File: config.mk
export PLATFORM = sky130hd
export DESIGN_NAME = nibble_serial_adder
export DESIGN_NICKNAME = d
export VERILOG_FILES = /design/src/rtl/nibble_adder_pkg.sv /design/src/rtl/bit4_adder.sv /design/src/rtl/nibble_serial_adder.sv
export SDC_FILE = /design/constraint.sdc
export NUM_CORES = 1
export LEC_CHECK = 0
export CORE_MARGIN = 2
export CORE_UTILIZATION = 55
export DETAILED_ROUTE_END_ITERATION = 12
export PLACE_DENSITY = 0.83
export SYNTH_ARGS = -nofsm -noshare
export SYNTH_HDL_FRONTEND = slang
export SYNTH_SLANG_ARGS = --single-unit
export TNS_END_PERCENT = 100
File: constraint.sdc
create_clock -name clk -period 6 [get_ports clk]
set_input_delay 0.6 -clock clk [delete_from_list [all_inputs] [get_ports clk]]
set_output_delay 0.6 -clock clk [all_outputs]
set_load 0.02 [all_outputs]
File: src/rtl/nibble_adder_pkg.sv
// Shared definitions for the nibble-serial adder: nibble width and FSM state type.
package nibble_adder_pkg;

  localparam int NIBBLE_W = 4;

  typedef enum logic {
    IDLE = 1'b0,
    RUN  = 1'b1
  } state_t;

endpackage

File: src/rtl/bit4_adder.sv
// One 4-bit ripple adder slice; the only arithmetic on the serial adder's operand path.
module bit4_adder (
  input  logic [3:0] x,
  input  logic [3:0] y,
  input  logic       ci,
  output logic [3:0] s,
  output logic       co
);

  assign {co, s} = {1'b0, x} + {1'b0, y} + {4'b0000, ci};

endmodule

File: src/rtl/nibble_serial_adder.sv
// Adds two W-bit operands one nibble per clock, LSB nibble first, using one bit4_adder.
// Optional subtract mode (b inverted, carry forced to 1) is built when NIBBLE_SERIAL_ADDER_SUB_EN is defined.
//
// state | meaning
// IDLE  | waiting for start; sum and c_out hold the last result
// RUN   | committing nibble idx each clock, last nibble returns to IDLE with done
module nibble_serial_adder
  import nibble_adder_pkg::*;
#(
  parameter int NIBBLES = 4
) (
  input  logic                         clk,
  input  logic                         rst_n,
  input  logic                         start,
  input  logic [NIBBLE_W*NIBBLES-1:0]  a,
  input  logic [NIBBLE_W*NIBBLES-1:0]  b,
  input  logic                         c_in,
`ifdef NIBBLE_SERIAL_ADDER_SUB_EN
  input  logic                         sub,
`endif
  output logic                         busy,
  output logic                         done,
  output logic [NIBBLE_W*NIBBLES-1:0]  sum,
  output logic                         c_out
);

  localparam int W     = NIBBLE_W * NIBBLES;
  localparam int IDX_W = (NIBBLES > 1) ? $clog2(NIBBLES) : 1;

  state_t              state;
  logic [W-1:0]        a_q;
  logic [W-1:0]        b_q;
  logic                carry_q;
  logic [IDX_W-1:0]    idx;
  logic [NIBBLE_W-1:0] nib_a;
  logic [NIBBLE_W-1:0] nib_b;
  logic [NIBBLE_W-1:0] nib_s;
  logic                nib_co;
  logic [W-1:0]        sum_next;
  logic [W-1:0]        b_load;
  logic                carry_load;
  logic                last;

`ifdef NIBBLE_SERIAL_ADDER_SUB_EN
  // a - b as a + ~b + 1, so c_out=1 means no borrow
  assign b_load     = sub ? ~b : b;
  assign carry_load = sub ? 1'b1 : c_in;
`else
  assign b_load     = b;
  assign carry_load = c_in;
`endif

  assign busy = (state == RUN);
  assign last = (idx == IDX_W'(NIBBLES - 1));

  always_comb begin
    nib_a = '0;
    nib_b = '0;
    for (int n = 0; n < NIBBLES; n++) begin
      if (idx == IDX_W'(n)) begin
        nib_a = a_q[n*NIBBLE_W +: NIBBLE_W];
        nib_b = b_q[n*NIBBLE_W +: NIBBLE_W];
      end
    end
  end

  bit4_adder u_bit4_adder (
    .x  (nib_a),
    .y  (nib_b),
    .ci (carry_q),
    .s  (nib_s),
    .co (nib_co)
  );

  always_comb begin
    sum_next = sum;
    for (int n = 0; n < NIBBLES; n++) begin
      if (idx == IDX_W'(n)) begin
        sum_next[n*NIBBLE_W +: NIBBLE_W] = nib_s;
      end
    end
  end

  always_ff @(posedge clk) begin
    if (!rst_n) begin
      state   <= IDLE;
      a_q     <= '0;
      b_q     <= '0;
      carry_q <= 1'b0;
      idx     <= '0;
      sum     <= '0;
      c_out   <= 1'b0;
      done    <= 1'b0;
    end else begin
      done <= 1'b0;
      case (state)
        IDLE: begin
          if (start) begin
            a_q     <= a;
            b_q     <= b_load;
            carry_q <= carry_load;
            idx     <= '0;
            sum     <= '0;
            c_out   <= 1'b0;
            state   <= RUN;
          end
        end
        RUN: begin
          sum     <= sum_next;
          carry_q <= nib_co;
          if (last) begin
            idx   <= '0;
            c_out <= nib_co;
            done  <= 1'b1;
            state <= IDLE;
          end else begin
            idx <= idx + IDX_W'(1);
          end
        end
        default: state <= IDLE;
      endcase
    end
  end

endmodule
### Word level (Yosys, flattened, before mapping)

Index checks and enable logic that the tools add are counted.
Widths: inputs -> output; s select.

| storage, ports and cells | value |
|---|---|
| input bits | 36 |
| bits in registers | 54 |
| logic and storage cells | 56 |
| output and inout bits | 19 |

| operators by class | value |
|---|---|
| reductions and logical operators | 7 |
| add/sub/neg operators | 3 |
| mux-type cells | 26 |
| equality and inequality tests | 8 |
| bitwise operators | 1 |

Operator list:

| kind | number |
|---|---|
| $mux 4 | 12 |
| $pmux 16 s2 | 1 |
| $mux 16 | 1 |
| $reduce_and 2->1 | 6 |
| $ne 2x1->1 const B | 4 |
| $mux 1 | 6 |
| $pmux 1 s2 | 3 |
| $add 4x4->5 | 1 |
| $add 5x1->5 | 1 |
| $eq 2x2->1 const B | 2 |
| $mux 2 | 2 |
| $pmux 2 s2 | 1 |
| $add 2x1->2 const B | 1 |
| $eq 2x1->1 const B | 1 |
| $logic_not 2->1 | 1 |
| $ne 2x2->1 const B | 1 |
| $not 1->1 | 1 |

### Longest topological paths before layout

Gate-level depths: netlist of the first run.

| depth | value |
|---|---|
| word-level depth | 9 |
| mapped depth | 13 |

### Modules after synthesis

A second synthesis of the first run with hierarchy kept.

| second synthesis, totals | value |
|---|---|
| cell total of the unflattened synthesis | 297 |
| area total of the unflattened synthesis | 2458.6 µm² |

Modules (own cells, without submodules):

| module | seq. area each (µm²) | instances | area each (µm²) | cells an instance |
|---|---|---|---|---|
| nibble_serial_adder | 1081.0 | 1 | 2314.7 | 281 |
| bit4_adder | 0.0 | 1 | 143.9 | 16 |

### Least setup slack after synthesis of the first run

Ideal clock, no wire load.

| timing path | value |
|---|---|
| kind | reg-to-reg |
| start point | register idx[0] |
| end point | register sum[6] |
| stages on the path, launching flop included | 12 |
| data arrival time | 2.502 ns |
| library setup time | 0.076 ns |
| buffers on the path | 2 |
| clock period less this slack | 2.578 ns |
| required time | 5.924 ns |
| slack | 3.422 ns |
| cells stage by stage | dfxtp_1 inv_1 ha_1 buf_2 buf_2 a21oi_1 a22oi_1 fa_1 fa_1 xnor2_1 nand3_1 a21boi_0 |

| between the ends | value |
|---|---|
| longest elaborated chain between the ends | 9 |

Ends and longest elaborated chain:

| what | RTL line | source |
|---|---|---|
| start: declaration | nibble_serial_adder.sv:34 | `logic [IDX_W-1:0] idx;` |
| start signal: assignment | nibble_serial_adder.sv:117 | `idx <= idx + IDX_W'(1);` |
| $logic_not 2->1 | nibble_serial_adder.sv:60 | `if (idx == IDX_W'(n)) begin` |
| $mux 4 (4 in series) | nibble_serial_adder.sv:60 |  |
| $add 4x4->5 | bit4_adder.sv:10 | `assign {co, s} = {1'b0, x} + {1'b0, y} + {4'b0000, ci};` |
| $add 5x1->5 | bit4_adder.sv:10 |  |
| $mux 4 | nibble_serial_adder.sv:78 | `if (idx == IDX_W'(n)) begin` |
| $pmux 16 s2 | nibble_serial_adder.sv:96 | `case (state)` |
| end signal: assignment | nibble_serial_adder.sv:109 | `sum <= sum_next;` |
| end: declaration | nibble_serial_adder.sv:23 | `output logic [NIBBLE_W*NIBBLES-1:0] sum,` |

Several ways; a longest one is shown, not always the timed one. The select of a mux whose other input is x is not followed.
A chain may end at the register's enable or synchronous reset.

### Worst setup path after layout of the first run

Same ends and word-level chain as after synthesis.

==> results of run 1 <==
-- report_power, final --
| part | switching [µW] | total [µW] | internal, µW | leakage [µW] |
|---|---|---|---|---|
| sequential | 12.7 | 388 | 375 | 0.000441 |
| combinational | 63.4 | 122 | 58.4 | 0.000649 |
| clock | 111 | 192 | 80.6 | 0.0000383 |
-- per-layer routing --
layer | share of wire, % | track usage, % | vias to the layer above
met4 | 1.9 | 8.28 | 0
met2 | 46 | 35.2 | 54
met3 | 3.9 | 3.16 | 10
met5 | 0 | 0 | -
met1 | 48 | 28.5 | 1019
li1 | - | - | 1125
-- layout make-up --
type / count / area, µm² / share of cell area, %
flip-flops and latches: 54 / 1080 / 33.9
inverters: 11 / 41.3 / 1.29
clock buffers: 7 / 76.3 / 2.39
multi-input cells: 224 / 1380 / 43.2
repair buffers: 55 / 548 / 17.2
well taps: 54 / 67.6 / 2.12
-- cells by family after synthesis --
| group | Yosys count |
|---|---|
| AND/OR/NAND/NOR | 125 |
| AO/OA/AOI/OAI | 88 |
| flip-flops | 54 |
| buffers and inverters | 35 |
| adder cells (fa/ha/maj) | 9 |
| XOR/XNOR | 2 |
-- synthesized netlist by cell type, types with 3 or more instances --
library cell / n / area, µm²
a21oi_1: 20 / 100
a21boi_1: 15 / 113
nand4_1: 4 / 25.0
buf_2: 8 / 40.0
a22oi_1: 5 / 37.5
nor2b_1: 11 / 68.8
nand2_1: 86 / 323
dfxtp_1: 54 / 1080
buf_6: 6 / 67.6
o21ai_0: 13 / 65.1
nand3_1: 10 / 50.1
ha_1: 7 / 87.6
nor2_1: 3 / 11.3
nand3b_1: 4 / 30.0
a21boi_2: 20 / 225
a32oi_1: 6 / 52.6
clkbuf_1: 6 / 22.5
buf_4: 3 / 22.5
o311ai_1: 3 / 26.3
inv_1: 11 / 41.3
-- worst min-delay path, delay by kind of cell (launching register included) --
kind             cells  cell delay, ns
AO/OA/AOI/OAI        1            0.05
AND/OR/NAND/NOR      1            0.05
flip-flops           1            0.32
-- stage by stage --
step | hold WS, ns | power (µW)
6_report | 0.461 | 701
5_1_grt | 0.475 | 734
4_1_cts | 0.461 | 706
3_5_place_dp | 0.449 | 518
3_3_place_gp | 0.447 | 515
2_1_floorplan | 0.435 | 482
-- registers in the layout (all words and copies together), names as in the netlist --
name and flops:
busy 1, carry_q 1, sum 16, a_q 16
b_q 16, idx 2, done 1, c_out 1
-- worst max-delay path by stage --
stage | start | to | slack, ns | cells after the start
after floorplan | idx[0] | sum[6] | 3.42 | 11
after global placement | idx[1] | sum[6] | 3.17 | 10
after detailed placement | idx[1] | sum[6] | 3.04 | 10
after CTS | idx[1] | sum[6] | 3.03 | 10
after global routing | idx[1] | sum[6] | 2.81 | 10
final | idx[0] | sum[6] | 3.03 | 10
==> run metrics, run 1 <==
Tcrit/Tclk final 49.5%; worst slack, placed 3.04 ns; slowest stage cell, crit path ha_1; Hold Path Stages 2; Final min period 2.97 ns; Crit path top cell by count fa_1; Setup crit end kind flop; clk_lat worst skew 0.31 ns; Post-Synthesis Cells 313; Yosys reg bits 54; multiplexer share of the synthesized area 0%; CTS root buf clkbuf_8; Synth-to-Final Area Change 19.6%; share of layout cells above drive strength 1 7.98%; endpoints failing hold 0; DIE AREA 5430 µm²; # DRC 0; post-synthesis sequential area ratio 40.5%; WS Path Type flop to flop; TritonCTS buffer count 5; PortBufs 54; Worst VDD drop 0.140 mV; CP max stage delay 0.64 ns; Placer Congestion 0.754; Synth async-reset ratio 0%; FF-to-FF path depth 10; crit path buf inv count 1; H-tree Lvls 2; syn avg cell area 8.53 µm²; first-pass GRT wire length 9170 µm; most frequent cells in the layout nand2_1, dfxtp_1, clkdlybuf4s50_1; final instance area 3190 µm²; Slew Limit Fails 0; largest net degree at the start of global routing 58; DIE WIDTH 73.7 µm; ANT nets after route 0; Leakage Power 0.00113 µW; MaxCap Viol Count 0; vias post-DR 2208; Vert. Die Dim 73.7 µm; hold_sp a_q[9]; Post-synth EDFFs 0; Starting Density 56.9%; Via density 5.45; RSZ-0062 raised after global routing no; worst path cell trace inv_1 > ha_1 > a21oi_1 > o21ai_0 > a22oi_1 > fa_1 > fa_1 > xnor2_1 > nand3_1 > a21boi_0; global route total overflow 0; All-Layer GR Usage 21.5%; WP data required 6.23 ns; post-synth design cell area 2670 µm²; TNS Setup 0 ns; status complete, no violations; synth warn 0; Slew HR 28.0%; antenna cells 0; Setup crit start kind flop; compound-cell area share of the yosys netlist 25.3%; Post-Route WL 5420 µm; xor and xnor fraction of the mapped netlist area 0.656%; Post-Route Utilization 68.1%; io pins 55; core area 4690 µm²; fraction of the mapped netlist area in adder cells 4.78%; vias in the first global route 2025; arrival time at the worst endpoint 3.21 ns; Hold Buf Count CTS 0; Worst Skew 0.00167 ns; worst r2r dst sum[6]; initial detailed-routing violation count 136; Critical R2R Launch idx[0]; final worst slack 3.03 ns; CTS Buffer Depth 2; Final HPWL DP 3780 µm; Finished Layout Cells 405; family with the most delay on the worst path adder cells; Crit Path Max Fanout 20; clk sink count 54; antenna violations before repair 0; post-CTS setup buffer count 0; routed len/inst 13.4 µm; worst slew pin tran 1.08 ns; Rows 25; r2r setup slk 3.03 ns; filler cell count 414; TritonRoute pass-1 iters 6; TritonCTS clock tree done; cts repair resizes 0; Worst-path clk slew 0.09 ns; largest family of logic cells by synthesized area compound AO/OA/AOI/OAI gates; maximum clock frequency 337 MHz; commonest non-fill, non-tap cell in the layout nand2_1; Finish-stage setup viols 0; post-placement cell area 3120 µm²; worst hold path class flop to flop; Hold Path End a_q[9]; Post-Place Cells 398; count of different cell masters after synthesis 35; Synth Flop Type dfxtp_1; pwr dens 220 nW/µm²; simple logic cell fraction of the synthesized area 21.0%; post-synth net total 358; Final #Nets 396
No activity file was read; power rests on OpenSTA's default activity.
==> run 2, diff against run 1 <==
Settings changed: CORE_UTILIZATION 55 to 51, PLACE_DENSITY 0.83 to 0.78.
Clock period 6 ns to 2.9 ns, I/O delays scaled along.
==> run metrics, run 2 (synthesized netlist as in run 1, its figures left out) <==
status complete, no violations (unchanged); Post-Route WL 5680 µm (was 5420 µm); Final min period 2.59 ns (was 2.97 ns); H-tree Lvls 2 (unchanged); Starting Density 52.6% (was 56.9%); vias in the first global route 2106 (was 2025); Worst-path clk slew 0.10 ns (was 0.09 ns); All-Layer GR Usage 20.5% (was 21.5%); TritonRoute pass-1 iters 4 (was 6); Placer Congestion 0.853 (was 0.754); DIE WIDTH 76.3 µm (was 73.7 µm); Rows 26 (was 25); initial detailed-routing violation count 132 (was 136); routed len/inst 13.2 µm (was 13.4 µm); switching share of total power 26.0% (was 26.7%); TritonCTS buffer count 5 (unchanged); global route total overflow 0 (unchanged); ANT nets after route 0 (unchanged); Psw 408 µW (was 187 µW); Synth-to-Final Area Change 23.9% (was 19.6%); Tcrit/Tclk final 89.3% (was 49.5%); commonest non-fill, non-tap cell in the layout nand2_1 (unchanged); Worst VDD drop 0.231 mV (was 0.140 mV); endpoints failing hold 0 (unchanged); WP data required 3.10 ns (was 6.23 ns); share of layout cells above drive strength 1 10.6% (was 7.98%); CTS root buf clkbuf_8 (unchanged); Final Hold Slack 0.462 ns (was 0.461 ns); Hold Buf Count CTS 0 (unchanged); core area 5070 µm² (was 4690 µm²); Crit Path Max Fanout 11 (was 20); clk sink count 54 (unchanged); antenna violations before repair 0 (unchanged); Slew Limit Fails 0 (unchanged); TritonCTS clock tree done (unchanged); sequential power share 50.8% (was 55.3%); Via density 5.20 (was 5.45); CTS Buffer Depth 2 (unchanged); TNS Setup 0 ns (unchanged); largest net degree at the start of global routing 47 (was 58); Setup crit start kind flop (unchanged); Final #Nets 403 (was 396); clk_lat worst skew 0.31 ns (about the same); Leakage Power 0.00118 µW (was 0.00113 µW); arrival time at the worst endpoint 2.79 ns (was 3.21 ns); PortBufs 54 (unchanged); worst slew pin tran 0.471 ns (was 1.08 ns); DIE AREA 5830 µm² (was 5430 µm²); Setup crit end kind flop (unchanged); Gate power share 17.2% (was 17.4%); Vert. Die Dim 76.3 µm (was 73.7 µm); most frequent cells in the layout nand2_1, dfxtp_1, clkdlybuf4s50_1 (unchanged); Internal 1160 µW (was 514 µW); vias post-DR 2230 (was 2208); pwr dens 475 nW/µm² (was 220 nW/µm²); first-pass GRT wire length 9750 µm (was 9170 µm); Final HPWL DP 4230 µm (was 3780 µm); Worst Skew 0.00678 ns (was 0.00167 ns); clock share of power 32.1% (was 27.3%); WS Path Type flop to flop (unchanged); Slew HR 68.6% (was 28.0%); MaxCap Viol Count 0 (unchanged); io pins 55 (unchanged); # DRC 0 (unchanged); worst hold path class flop to flop (unchanged); post-CTS setup buffer count 0 (unchanged); biggest regs a_q x16, b_q x16, sum x16 (unchanged); maximum clock frequency 386 MHz (was 337 MHz); Finish-stage setup viols 0 (unchanged); antenna cells 0 (unchanged); RSZ-0062 raised after global routing no (unchanged)
## run 2: final timing paths
path              cells after the start  slack (ns)       to  startpoint
hold reg to reg                       2        0.46  a_q[14]     a_q[14]
hold / removal                        2        0.46  a_q[14]     a_q[14]
setup reg to reg                     12        0.31   sum[7]      idx[1]
setup / recovery                     12        0.31   sum[7]      idx[1]
## run 2: power by group through the flow
stage | sequential, µW | combinational [µW] | clock (µW)
after detailed placement | 815 | 267 | 0
after CTS | 798 | 268 | 511
final | 798 | 269 | 504
after global routing | 801 | 301 | 538
after global placement | 814 | 262 | 0
after floorplan | 814 | 184 | 0
## run 2: area by class of cell
cell class / count / area (µm²)
flip-flops and latches: 54 / 1080
multi-input cells: 224 / 1390
fillers: 452 / 1770
repair buffers: 62 / 601
inverters: 11 / 41.3
clock inverters: 2 / 37.5
clock buffers: 6 / 72.6
well taps: 70 / 87.6
## run 2: what timing repair did
item,in CTS,in global routing
endpoints found under the hold margin,0,0
resized for setup,0,1
endpoints found under the setup margin,0,2
## run 2: per-layer routing
metal,global-route usage (%),part of all wire (%),vias up
met5,0,0,-
met4,6.91,1.7,0
met3,5.21,5.8,8
met2,33.6,47,73
met1,26.4,46,1004
li1,-,-,1145
## run 2: through the flow
| stage | std cells | instance area (µm²) | setup WS [ns] | total power [µW] | util [%] |
|---|---|---|---|---|---|
| after global placement | 421 | 3190 | 0.365 | 1080 | 62.8 |
| after CTS | 429 | 3300 | 0.230 | 1580 | 65.0 |
| after floorplan | 313 | 2670 | 0.322 | 997 | - |
| after detailed placement | 421 | 3190 | 0.305 | 1080 | 62.8 |
| after global routing | 429 | 3310 | 0.0483 | 1640 | 65.2 |
| final | 429 | 3310 | 0.309 | 1570 | 65.2 |
## run 2: critical path: stages (launching register included)
cell and delay [ns]:
dfxtp_1 0.36, inv_1 0.08, ha_1 0.29, buf_4 0.22
nand3b_1 0.16, a21oi_1 0.12, a21oi_1 0.04, o21ai_0 0.16
ha_1 0.32, a21oi_1 0.20, o21a_1 0.30, xor2_1 0.16
o21ai_0 0.09
==> run 3, diff against run 2 <==
Settings changed: PLACE_DENSITY 0.78 to default, PLACE_DENSITY_LB_ADDON from default to 0.05, TNS_END_PERCENT 100 to default.
==> run metrics, run 3 (synthesized netlist as in run 1, its figures left out) <==
status complete, no violations (unchanged); Final min period 2.64 ns (was 2.59 ns); Tcrit/Tclk final 91.2% (was 89.3%); most frequent cells in the layout nand2_1, dfxtp_1, clkdlybuf4s50_1 (unchanged); TNS Setup 0 ns (unchanged); core area 5070 µm² (unchanged); Via density 5.16 (was 5.20); Crit path top cell by count fa_1 (was a21oi_1); first-pass GRT wire length 9740 µm (was 9750 µm); Post-Route WL 5620 µm (was 5680 µm); Slew Limit Fails 0 (unchanged); DIE WIDTH 76.3 µm (unchanged); maximum clock frequency 378 MHz (was 386 MHz); Hold Path End a_q[9] (was a_q[14]); Leakage Power 0.00119 µW (was 0.00118 µW); routed len/inst 13.1 µm (was 13.2 µm); clk_lat worst skew 0.30 ns (was 0.31 ns); WS Path Type flop to flop (unchanged); Setup crit start kind flop (unchanged); Final #Nets 404 (was 403); Placer Congestion 0.819 (was 0.853); worst hold path class flop to flop (unchanged); biggest regs a_q x16, b_q x16, sum x16 (unchanged); Worst VDD drop 0.302 mV (was 0.231 mV); global route total overflow 0 (unchanged); # DRC 0 (unchanged); pwr dens 472 nW/µm² (was 475 nW/µm²); Final HPWL DP 4090 µm (was 4230 µm); TritonRoute pass-1 iters 4 (unchanged); Vert. Die Dim 76.3 µm (unchanged); Hold Path Stages 2 (unchanged); Final Hold Slack 0.459 ns (was 0.462 ns); vias post-DR 2218 (was 2230); Synth-to-Final Area Change 24.1% (was 23.9%); TritonCTS buffer count 5 (unchanged); CTS root buf clkbuf_8 (unchanged); endpoints failing hold 0 (unchanged); antenna cells 0 (unchanged); family with the most delay on the worst path adder cells (was compound AO/OA/AOI/OAI gates); H-tree Lvls 2 (unchanged); Tot Pwr 1560 µW (was 1570 µW); CP max stage delay 0.49 ns (was 0.36 ns); TritonCTS clock tree done (unchanged); largest net degree at the start of global routing 47 (unchanged); commonest non-fill, non-tap cell in the layout nand2_1 (unchanged); vias in the first global route 2129 (was 2106); filler cell count 471 (was 452); CTS Buffer Depth 2 (unchanged); Worst Skew 0.00536 ns (was 0.00678 ns); Finish-stage setup viols 0 (unchanged); post-CTS setup buffer count 0 (unchanged); RSZ-0062 raised after global routing no (unchanged); crit path buf inv count 0 (was 2); Starting Density 52.6% (unchanged); worst slew pin tran 0.488 ns (was 0.471 ns); initial detailed-routing violation count 69 (was 132); All-Layer GR Usage 20.4% (was 20.5%); MaxCap Viol Count 0 (unchanged); clk sink count 54 (unchanged); register area 1080 µm² (unchanged); Post-Route Utilization 65.2% (about the same); worst r2r dst sum[6] (was sum[7]); r2r setup slk 0.26 ns (was 0.31 ns); post-placement cell area 3200 µm² (was 3190 µm²); slowest stage cell, crit path ha_1 (was dfxtp_1); final instance area 3310 µm² (about the same); Slew HR 67.4% (was 68.6%); arrival time at the worst endpoint 2.88 ns (was 2.79 ns); share of layout cells above drive strength 1 11.4% (was 10.6%); ANT nets after route 0 (unchanged); antenna violations before repair 0 (unchanged); WP data required 3.14 ns (was 3.10 ns); DIE AREA 5830 µm² (unchanged); Worst-path clk slew 0.10 ns (about the same); Rows 26 (unchanged); Crit Path Max Fanout 15 (was 11); worst path cell trace ha_1 > a22oi_1 > fa_1 > fa_1 > xnor2_1 > nand3_1 > a21boi_0 (was inv_1 > ha_1 > buf_4 > nand3b_1 > a21oi_1 > a21oi_1 > o21ai_0 > ha_1 > a21oi_1 > o21a_1 > xor2_1 > o21ai_0); Critical R2R Launch idx[0] (was idx[1]); Setup crit end kind flop (unchanged); FF-to-FF path depth 7 (was 12); io pins 55 (unchanged); PortBufs 54 (unchanged); hold_sp a_q[9] (was a_q[14]); area of the multi-input gates 1380 µm² (was 1390 µm²)
-- run 3: worst max path at each step --
stage	endpoint	depth (start not counted)	start	slack (ns)
final	sum[6]	7	idx[0]	0.26
after detailed placement	sum[6]	10	idx[1]	0.22
after CTS	sum[6]	10	idx[1]	0.19
after global routing	sum[2]	10	idx[0]	0.03
after global placement	sum[6]	10	idx[1]	0.28
after floorplan	sum[6]	11	idx[0]	0.32
-- run 3: layout make-up --
class / count / area share, %
clock inverters: 3 / 1.21
well taps: 70 / 2.65
repair buffers: 63 / 18.4
inverters: 11 / 1.25
multi-input cells: 224 / 41.8
flip-flops and latches: 54 / 32.7
clock buffers: 5 / 2.08
-- run 3: through the flow --
step	std cells	setup WS, ns
2_1_floorplan	313	0.322
4_1_cts	430	0.187
6_report	430	0.256
3_5_place_dp	422	0.224
3_3_place_gp	422	0.284
5_1_grt	430	0.0261
-- run 3: where the power goes --
group	switching [µW]	internal [µW]	total, µW
clock network	241	254	495
registers	19.8	776	796
logic	142	128	270
-- run 3: repair_timing --
action / 4_1_cts / 5_1_grt
gates resized for setup: 0 / 2
setup endpoints to repair: 0 / 4
hold buffers: 0 / 0
-- run 3: worst register-to-register path, cell delays in order, from the launching register on --
cell      delay, ns
dfxtp_1        0.40
ha_1           0.49
a22oi_1        0.20
fa_1           0.46
fa_1           0.42
xnor2_1        0.32
nand3_1        0.12
a21boi_0       0.16
-- run 3: routing by layer --
layer  routed length (µm)  track usage (%)
met4                   49             5.27
met1                 2540             25.4
met3                  209             4.38
met5                    0                0
met2                 2820             35.6
